==> src/rtl/uart_pkg.sv <==
// uart_pkg: constants and state encoding shared by the UART transmit and
// receive controllers.
//   OSR_13 / OSR_16 : oversample ratios selectable through osm_sel
//   DATA_W_DEF      : default number of data bits per frame
//   uart_state_e    : frame sequencing states
//   osr_last()      : terminal tick count for the selected ratio
package uart_pkg;

    localparam int OSR_13     = 13;
    localparam int OSR_16     = 16;
    localparam int DATA_W_DEF = 8;

    typedef enum logic [2:0] {
        ST_IDLE   = 3'd0,
        ST_ALIGN  = 3'd1,
        ST_START  = 3'd2,
        ST_DATA   = 3'd3,
        ST_PARITY = 3'd4,
        ST_STOP   = 3'd5
    } uart_state_e;

    // Value of the tick counter on the last tick of a bit.
    function automatic logic [4:0] osr_last(input logic osm);
        return osm ? 5'(OSR_16 - 1) : 5'(OSR_13 - 1);
    endfunction

endpackage

==> src/rtl/uart_tx_sched_if.sv <==
// uart_tx_sched_if: requester-side handshake bundle of the shared UART
// transmitter.
//   req     : per-requester level request
//   data_in : requester i byte at [i*DATA_W +: DATA_W]
//   gnt     : one-hot single-cycle pulse, byte captured
//   done    : one-hot single-cycle pulse, stop bit finished
//   busy    : high from grant until the cycle done pulses
// master = requester side, slave = scheduler side.
interface uart_tx_sched_if #(
    parameter int N_REQ  = 2,
    parameter int DATA_W = 8
) ();

    logic [N_REQ-1:0]        req;
    logic [N_REQ*DATA_W-1:0] data_in;
    logic [N_REQ-1:0]        gnt;
    logic [N_REQ-1:0]        done;
    logic                    busy;

    modport master (
        output req,
        output data_in,
        input  gnt,
        input  done,
        input  busy
    );

    modport slave (
        input  req,
        input  data_in,
        output gnt,
        output done,
        output busy
    );

endinterface

==> src/rtl/uart_tx_sched_rr_arbiter.sv <==
// rr_arbiter: combinational round-robin pick.
//   en      : arbitration allowed this cycle
//   req     : request vector
//   ptr     : index with highest priority this round
//   gnt     : one-hot winner (zero when en is low or no request)
//   ptr_nxt : index following the winner, wrapping at N_REQ
module rr_arbiter #(
    parameter int N_REQ = 2,
    parameter int PTR_W = (N_REQ > 1) ? $clog2(N_REQ) : 1
) (
    input  logic             en,
    input  logic [N_REQ-1:0] req,
    input  logic [PTR_W-1:0] ptr,
    output logic [N_REQ-1:0] gnt,
    output logic [PTR_W-1:0] ptr_nxt
);

    logic found;
    int   idx;

    always_comb begin
        gnt     = '0;
        ptr_nxt = ptr;
        found   = 1'b0;
        idx     = 0;
        for (int k = 0; k < N_REQ; k++) begin
            idx = int'(ptr) + k;
            if (idx >= N_REQ) begin
                idx = idx - N_REQ;
            end
            if (en && !found && req[idx]) begin
                found    = 1'b1;
                gnt[idx] = 1'b1;
                ptr_nxt  = (idx == N_REQ - 1) ? '0 : PTR_W'(idx + 1);
            end
        end
    end

endmodule

==> src/rtl/uart_tx_sched.sv <==
// uart_tx_sched: one UART transmit serializer shared round-robin between
// N_REQ byte sources. Sends 8N1 frames (8E1 when UART_TX_PARITY_EN is
// defined) with bit timing derived from rising edges of tx_clk.
// Ports:
//   m_clk   : system clock
//   reset   : synchronous, active-low
//   osm_sel : 0 = 13 ticks/bit, 1 = 16 ticks/bit, latched at grant
//   tx_clk  : oversample clock, already m_clk-synchronous
//   bus     : requester handshake (req, data_in, gnt, done, busy)
//   txd     : serial output, idle high
// Build option: UART_TX_PARITY_EN adds an even-parity bit before stop.
//
// state  | meaning
// -------+------------------------------------------------------------
// IDLE   | txd high, arbitrate among requesters
// ALIGN  | byte captured, waiting for a tick to start the start bit
// START  | start bit (low) for OSR ticks
// DATA   | DATA_W data bits, LSB first, OSR ticks each
// PARITY | even parity bit, OSR ticks (only with UART_TX_PARITY_EN)
// STOP   | stop bit (high) for OSR ticks, done on its last tick
module uart_tx_sched
    import uart_pkg::*;
#(
    parameter int N_REQ  = 2,
    parameter int DATA_W = DATA_W_DEF
) (
    input  logic                  m_clk,
    input  logic                  reset,
    input  logic                  osm_sel,
    input  logic                  tx_clk,
    uart_tx_sched_if.slave        bus,
    output logic                  txd
);

    localparam int PTR_W = (N_REQ > 1) ? $clog2(N_REQ) : 1;
    localparam int BW    = (DATA_W > 1) ? $clog2(DATA_W) : 1;

    localparam logic [2:0] S_IDLE   = ST_IDLE;
    localparam logic [2:0] S_ALIGN  = ST_ALIGN;
    localparam logic [2:0] S_START  = ST_START;
    localparam logic [2:0] S_DATA   = ST_DATA;
    localparam logic [2:0] S_PARITY = ST_PARITY;
    localparam logic [2:0] S_STOP   = ST_STOP;

    logic              tx_clk_q;
    logic [2:0]        state_q, state_d;
    logic [PTR_W-1:0]  ptr_q, ptr_d;
    logic [N_REQ-1:0]  sel_q, sel_d;
    logic [DATA_W-1:0] data_q, data_d;
    logic              osm_q, osm_d;
    logic [4:0]        tick_cnt_q, tick_cnt_d;
    logic [BW-1:0]     bit_cnt_q, bit_cnt_d;
    logic              txd_q, txd_d;
    logic [N_REQ-1:0]  gnt_q, gnt_d;
    logic [N_REQ-1:0]  done_q, done_d;
    logic              busy_q, busy_d;

    logic              tick;
    logic              bit_end;
    logic              in_frame;
    logic [N_REQ-1:0]  arb_gnt;
    logic [PTR_W-1:0]  arb_ptr_nxt;

    rr_arbiter #(
        .N_REQ (N_REQ),
        .PTR_W (PTR_W)
    ) u_arb (
        .en      (state_q == S_IDLE),
        .req     (bus.req),
        .ptr     (ptr_q),
        .gnt     (arb_gnt),
        .ptr_nxt (arb_ptr_nxt)
    );

    // tx_clk is a register output in this clock domain, so a single
    // delay stage is enough for edge detection.
    assign tick     = tx_clk & ~tx_clk_q;
    assign bit_end  = tick && (tick_cnt_q == osr_last(osm_q));
    assign in_frame = (state_q == S_START) || (state_q == S_DATA) ||
                      (state_q == S_PARITY) || (state_q == S_STOP);

    always_comb begin
        state_d    = state_q;
        ptr_d      = ptr_q;
        sel_d      = sel_q;
        data_d     = data_q;
        osm_d      = osm_q;
        tick_cnt_d = tick_cnt_q;
        bit_cnt_d  = bit_cnt_q;
        txd_d      = txd_q;
        gnt_d      = '0;
        done_d     = '0;
        busy_d     = busy_q;

        if (in_frame && tick) begin
            tick_cnt_d = bit_end ? '0 : tick_cnt_q + 5'd1;
        end

        case (state_q)
            S_IDLE: begin
                txd_d = 1'b1;
                if (|arb_gnt) begin
                    gnt_d   = arb_gnt;
                    sel_d   = arb_gnt;
                    osm_d   = osm_sel;
                    busy_d  = 1'b1;
                    ptr_d   = arb_ptr_nxt;
                    state_d = S_ALIGN;
                    for (int i = 0; i < N_REQ; i++) begin
                        if (arb_gnt[i]) begin
                            data_d = bus.data_in[i*DATA_W +: DATA_W];
                        end
                    end
                end
            end
            S_ALIGN: begin
                txd_d = 1'b1;
                if (tick) begin
                    txd_d      = 1'b0;
                    tick_cnt_d = '0;
                    state_d    = S_START;
                end
            end
            S_START: begin
                if (bit_end) begin
                    bit_cnt_d = '0;
                    txd_d     = data_q[0];
                    state_d   = S_DATA;
                end
            end
            S_DATA: begin
                if (bit_end) begin
                    if (bit_cnt_q == BW'(DATA_W - 1)) begin
`ifdef UART_TX_PARITY_EN
                        txd_d   = ^data_q;
                        state_d = S_PARITY;
`else
                        txd_d   = 1'b1;
                        state_d = S_STOP;
`endif
                    end else begin
                        bit_cnt_d = bit_cnt_q + BW'(1);
                        txd_d     = data_q[bit_cnt_q + BW'(1)];
                    end
                end
            end
`ifdef UART_TX_PARITY_EN
            S_PARITY: begin
                if (bit_end) begin
                    txd_d   = 1'b1;
                    state_d = S_STOP;
                end
            end
`endif
            S_STOP: begin
                txd_d = 1'b1;
                if (bit_end) begin
                    done_d  = sel_q;
                    busy_d  = 1'b0;
                    state_d = S_IDLE;
                end
            end
            default: begin
                txd_d   = 1'b1;
                busy_d  = 1'b0;
                state_d = S_IDLE;
            end
        endcase
    end

    always_ff @(posedge m_clk) begin
        if (!reset) begin
            tx_clk_q   <= 1'b0;
            state_q    <= S_IDLE;
            ptr_q      <= '0;
            sel_q      <= '0;
            data_q     <= '0;
            osm_q      <= 1'b0;
            tick_cnt_q <= '0;
            bit_cnt_q  <= '0;
            txd_q      <= 1'b1;
            gnt_q      <= '0;
            done_q     <= '0;
            busy_q     <= 1'b0;
        end else begin
            tx_clk_q   <= tx_clk;
            state_q    <= state_d;
            ptr_q      <= ptr_d;
            sel_q      <= sel_d;
            data_q     <= data_d;
            osm_q      <= osm_d;
            tick_cnt_q <= tick_cnt_d;
            bit_cnt_q  <= bit_cnt_d;
            txd_q      <= txd_d;
            gnt_q      <= gnt_d;
            done_q     <= done_d;
            busy_q     <= busy_d;
        end
    end

    assign bus.gnt  = gnt_q;
    assign bus.done = done_q;
    assign bus.busy = busy_q;
    assign txd      = txd_q;

endmodule
==> src/flat_wrapper.sv <==
// flat-port wrapper written by rule: the top's interface ports become plain ports
module uart_tx_sched_flat import uart_pkg::*;
#(
    parameter int N_REQ  = 2,
    parameter int DATA_W = DATA_W_DEF
)
  (m_clk, reset, osm_sel, tx_clk, txd, bus_req, bus_data_in, bus_gnt, bus_done, bus_busy);
  uart_tx_sched_if #(.N_REQ(N_REQ), .DATA_W(DATA_W)) bus_i ();
  input  logic m_clk;
  input  logic reset;
  input  logic osm_sel;
  input  logic tx_clk;
  output logic txd;
  input wire logic [$bits(bus_i.req)-1:0] bus_req;
  input wire logic [$bits(bus_i.data_in)-1:0] bus_data_in;
  output wire logic [$bits(bus_i.gnt)-1:0] bus_gnt;
  output wire logic [$bits(bus_i.done)-1:0] bus_done;
  output wire logic [$bits(bus_i.busy)-1:0] bus_busy;
  assign bus_i.req = bus_req;
  assign bus_i.data_in = bus_data_in;
  assign bus_gnt = bus_i.gnt;
  assign bus_done = bus_i.done;
  assign bus_busy = bus_i.busy;
  uart_tx_sched #(.N_REQ(N_REQ), .DATA_W(DATA_W)) u_core (.m_clk(m_clk), .reset(reset), .osm_sel(osm_sel), .tx_clk(tx_clk), .bus(bus_i), .txd(txd));
endmodule
==> config.mk <==
export PLATFORM = sky130hd
export DESIGN_NAME = uart_tx_sched_flat
export DESIGN_NICKNAME = d
export VERILOG_FILES = /design/src/rtl/uart_pkg.sv /design/src/rtl/uart_tx_sched_if.sv /design/src/rtl/uart_tx_sched_rr_arbiter.sv /design/src/rtl/uart_tx_sched.sv /design/src/flat_wrapper.sv
export SDC_FILE = /design/constraint.sdc
export NUM_CORES = 1
export LEC_CHECK = 0
export CELL_PAD_IN_SITES_DETAIL_PLACEMENT = 0
export CELL_PAD_IN_SITES_GLOBAL_PLACEMENT = 2
export CORE_ASPECT_RATIO = 1.25
export CORE_MARGIN = 3
export CORE_UTILIZATION = 29
export CTS_BUF_LIST = sky130_fd_sc_hd__clkbuf_4
export CTS_CLUSTER_SIZE = 30
export DETAILED_ROUTE_END_ITERATION = 8
export PLACE_DENSITY_LB_ADDON = 0.1
export SLEW_MARGIN = 20
export SYNTH_ARGS = -nofsm -noshare
export SYNTH_HDL_FRONTEND = slang
export SYNTH_SLANG_ARGS = --single-unit
==> constraint.sdc <==
create_clock -name m_clk -period 1.9 [get_ports m_clk]
set_input_delay 0.285 -clock m_clk [delete_from_list [all_inputs] [get_ports m_clk]]
set_output_delay 0.285 -clock m_clk [all_outputs]
set_load 0.02 [all_outputs]
==> flow_metrics.env <==
export IMPL_worst_pin_slew_ns=0.514
export IMPL_switchingPower_w=0.000960
export IMPL_antenna_left=0
export IMPL_antenna_found_initial=0
export IMPL_crit_path_start_kind="input port"
export IMPL_synth_top_cell_area_share_pct=37.4
export IMPL_cts_buffers=5
export IMPL_power_density_mw_per_mm2=1150
export IMPL_synth_most_common_cell="dfxtp_1"
export IMPL_avgViaCountPerCell=5.20
export IMPL_nNetsFinal=254
export IMPL_syn_area_mm2=0.00161
export IMPL_maxCapViolCount=0
export IMPL_critPathMaxStageDelay_ns=0.50
export IMPL_grt_usage_pct=13.7
export IMPL_area_growth_syn_to_layout_pct=34.2
export IMPL_root_buffer="clkbuf_4"
export IMPL_holdWs_ns=0.447
export IMPL_synth_seq_area_share_pct=37.4
export IMPL_synth_nets=209
export IMPL_hold_violations=0
export IMPL_drc=0
export IMPL_cp_end_kind="register"
export IMPL_grt_max_degree=21
export IMPL_synth_edf_count=0
export IMPL_yosys_top_cells_count="dfxtp_1, nor2_1, nand2_1"
export IMPL_yosys_area_share_simple_pct=22.7
export IMPL_grtUsageMet1_pct=16.7
export IMPL_drive_gt1_share_pct=18.0
export IMPL_synth_warnings=0
export IMPL_grt_pass1_vias=1466
export IMPL_dieArea_mm2=0.00648
export IMPL_sw_frac_of_total_pct=38.6
export IMPL_wl_per_cell_um=13.9
export IMPL_synth_seq_cells=30
export IMPL_avgSynthCellArea_um2=8.83
export IMPL_yosysTopAreaCell="dfxtp_1"
export IMPL_p_seq_share_pct=35.6
export IMPL_dieHeight_um=89.2
export IMPL_power_leakage_nw=0.825
export IMPL_ys_types=48
export IMPL_synthAdderAreaFrac_pct=3.89
export IMPL_cp_num_buf_inv=1
export IMPL_cts_tree="done"
export IMPL_hpwl_um=3020
export IMPL_yosys_most_used_dff="dfxtp_1"
export IMPL_diodes=0
export IMPL_p_int_w=0.00153
export IMPL_synthCells=182
export IMPL_synth_area_leaders="dfxtp_1, mux2i_1, a211oi_1"
export IMPL_setup_viol=0
export IMPL_gr_usage_met2_pct=22.9
export IMPL_met3_usage_pct=3.04
export IMPL_final_setup_tns_ns=0
export IMPL_synth_top_family_by_area="simple AND/OR/NAND/NOR gates"
export IMPL_fin_skew_ns=0.0157
export IMPL_worstSetupPathType="input port to register"
export IMPL_muxShareOfSynthArea_pct=9.11
export IMPL_crit_fanout=4
export IMPL_cp_slowest_cell="or4_1"
export IMPL_maxSlewViolCount=0
export IMPL_cts_max_level=2
export IMPL_start_util_pct=30.8
export IMPL_post_cts_setup_buffers=0
export IMPL_total_power_w=0.00249
export IMPL_hp_class="register to register"
export IMPL_overflow=0
export IMPL_wl_um=4030
export IMPL_finalWeightedCongestion=0.848
export IMPL_relSlewSlack_pct=65.5
export IMPL_outcome="finished, final reports clean"
export IMPL_synthArstFlopShare_pct=0
export IMPL_die_x_um=72.6
export IMPL_grt_first_pass_wirelength_um=6850
export IMPL_ir_worst_vdd_v=0.000590
export IMPL_cts_buffer_depth=2
export IMPL_min_period_over_period_pct=98.4
export IMPL_synth_compound_area_share_pct=20.8
export IMPL_required_ns=2.16
export IMPL_synth_xor_area_share_pct=0
export IMPL_crit_path_cell_trace="clkdlybuf4s50_1 > or2b_2 > a2111o_1 > or4_1 > a21oi_1"
export IMPL_busiest_layer="met2"
export IMPL_vias=1508
export IMPL_cp_arrival_ns=2.13
export IMPL_period_needed_ns=1.87
export IMPL_path_clk_slew_ns=0.10
export IMPL_crit_family="simple AND/OR/NAND/NOR gates"
export IMPL_num_rows=29
export IMPL_dr_first_iter_drc_count=55
export IMPL_clk_latency_ns=0.34
export IMPL_cts_sinks=30
export IMPL_first_pass_iters=4
export IMPL_io_pins=28
export IMPL_fmax_mhz=535
export IMPL_clkPwrFrac_pct=15.6
export IMPL_numPortBuffers=27
export IMPL_core_area_mm2=0.00523
export IMPL_combPwrFrac_pct=48.7
export IMPL_cts_hold_buffers=0
==> cells in the final DEF (no fill, tap or decap), types with 7 or more instances in the layout <==
cell type,instances
nand3_1,8
a21oi_1,10
clkdlybuf4s50_1,27
nor2_1,19
a211oi_1,11
buf_4,19
mux2i_1,9
inv_1,7
dfxtp_1,29
nand2_1,15
==> metal layers <==
metal	routed length, µm	up-vias	part of all wire [%]
li1	-	764	-
met1	1820	705	45
met2	1980	33	49
met3	157	6	3.9
met4	71	0	1.8
met5	0	-	0
==> final timing paths <==
path	end	cells past startpoint	slack, ns	start
setup / recovery	u_core.bit_cnt_q[0]$_SDFFE_PN0P_	5	0.03	tx_clk
hold / removal	u_core.bus.done[1]$_SDFF_PN0_	2	0.45	u_core.sel_q[1]$_SDFFE_PN0P_
setup reg to reg	u_core.txd$_SDFFE_PN1P_	6	0.08	u_core.bit_cnt_q[1]$_SDFFE_PN0P_
hold reg to reg	u_core.bus.done[1]$_SDFF_PN0_	2	0.45	u_core.sel_q[1]$_SDFFE_PN0P_
==> worst register-to-register path, delay by kind of cell, from the launching register on <==
family | cells | cell delay [ns]
AO/OA/AOI/OAI | 2 | 0.18
flip-flops | 1 | 0.35
adder cells (fa/ha/maj) | 2 | 0.44
multiplexers | 2 | 0.76
==> stage by stage <==
stage	cell area [µm²]	instances	setup slack (ns)	utilization (%)
after global placement	2060	281	-0.267	39.4
after global routing	2160	290	-0.00753	41.3
after detailed placement	2060	281	-0.293	39.4
after floorplan	1620	182	0.0274	-
after CTS	2110	289	0.0328	40.5
final	2160	290	0.0305	41.3
==> final cells by class <==
cell class | instances | area (µm²)
fillers | 551 | 3070
clock buffers | 6 | 45.0
clock inverters | 2 | 8.76
inverters | 7 | 26.3
flip-flops and latches | 30 | 602
multi-input cells | 135 | 953
well taps | 62 | 77.6
repair buffers | 48 | 444
==> power groups by stage <==
| stage | combinational [W] | clock (W) | sequential (W) |
|---|---|---|---|
| after floorplan | 0.000792 | 0 | 0.000902 |
| after global placement | 0.00119 | 0 | 0.000899 |
| after detailed placement | 0.00120 | 0 | 0.000903 |
| after CTS | 0.00120 | 0.000405 | 0.000888 |
| after global routing | 0.00136 | 0.000427 | 0.000909 |
| final | 0.00121 | 0.000389 | 0.000887 |
==> cells by family (layout without fill, tap and decap cells) <==
group / after synthesis / after routing
flip-flops: 30 / 30
AND/OR/NAND/NOR: 71 / 71
AO/OA/AOI/OAI: 47 / 47
buffers and inverters: 17 / 63
multiplexers: 12 / 12
adder cells (fa/ha/maj): 5 / 5
==> repair_timing <==
item                                    CTS  global route
resized for setup                         1             6
endpoints found under the setup margin    1             3
pin swaps                                 0             1
gates cloned                              0             1
Note: power is estimated with default switching activity, not from simulation.
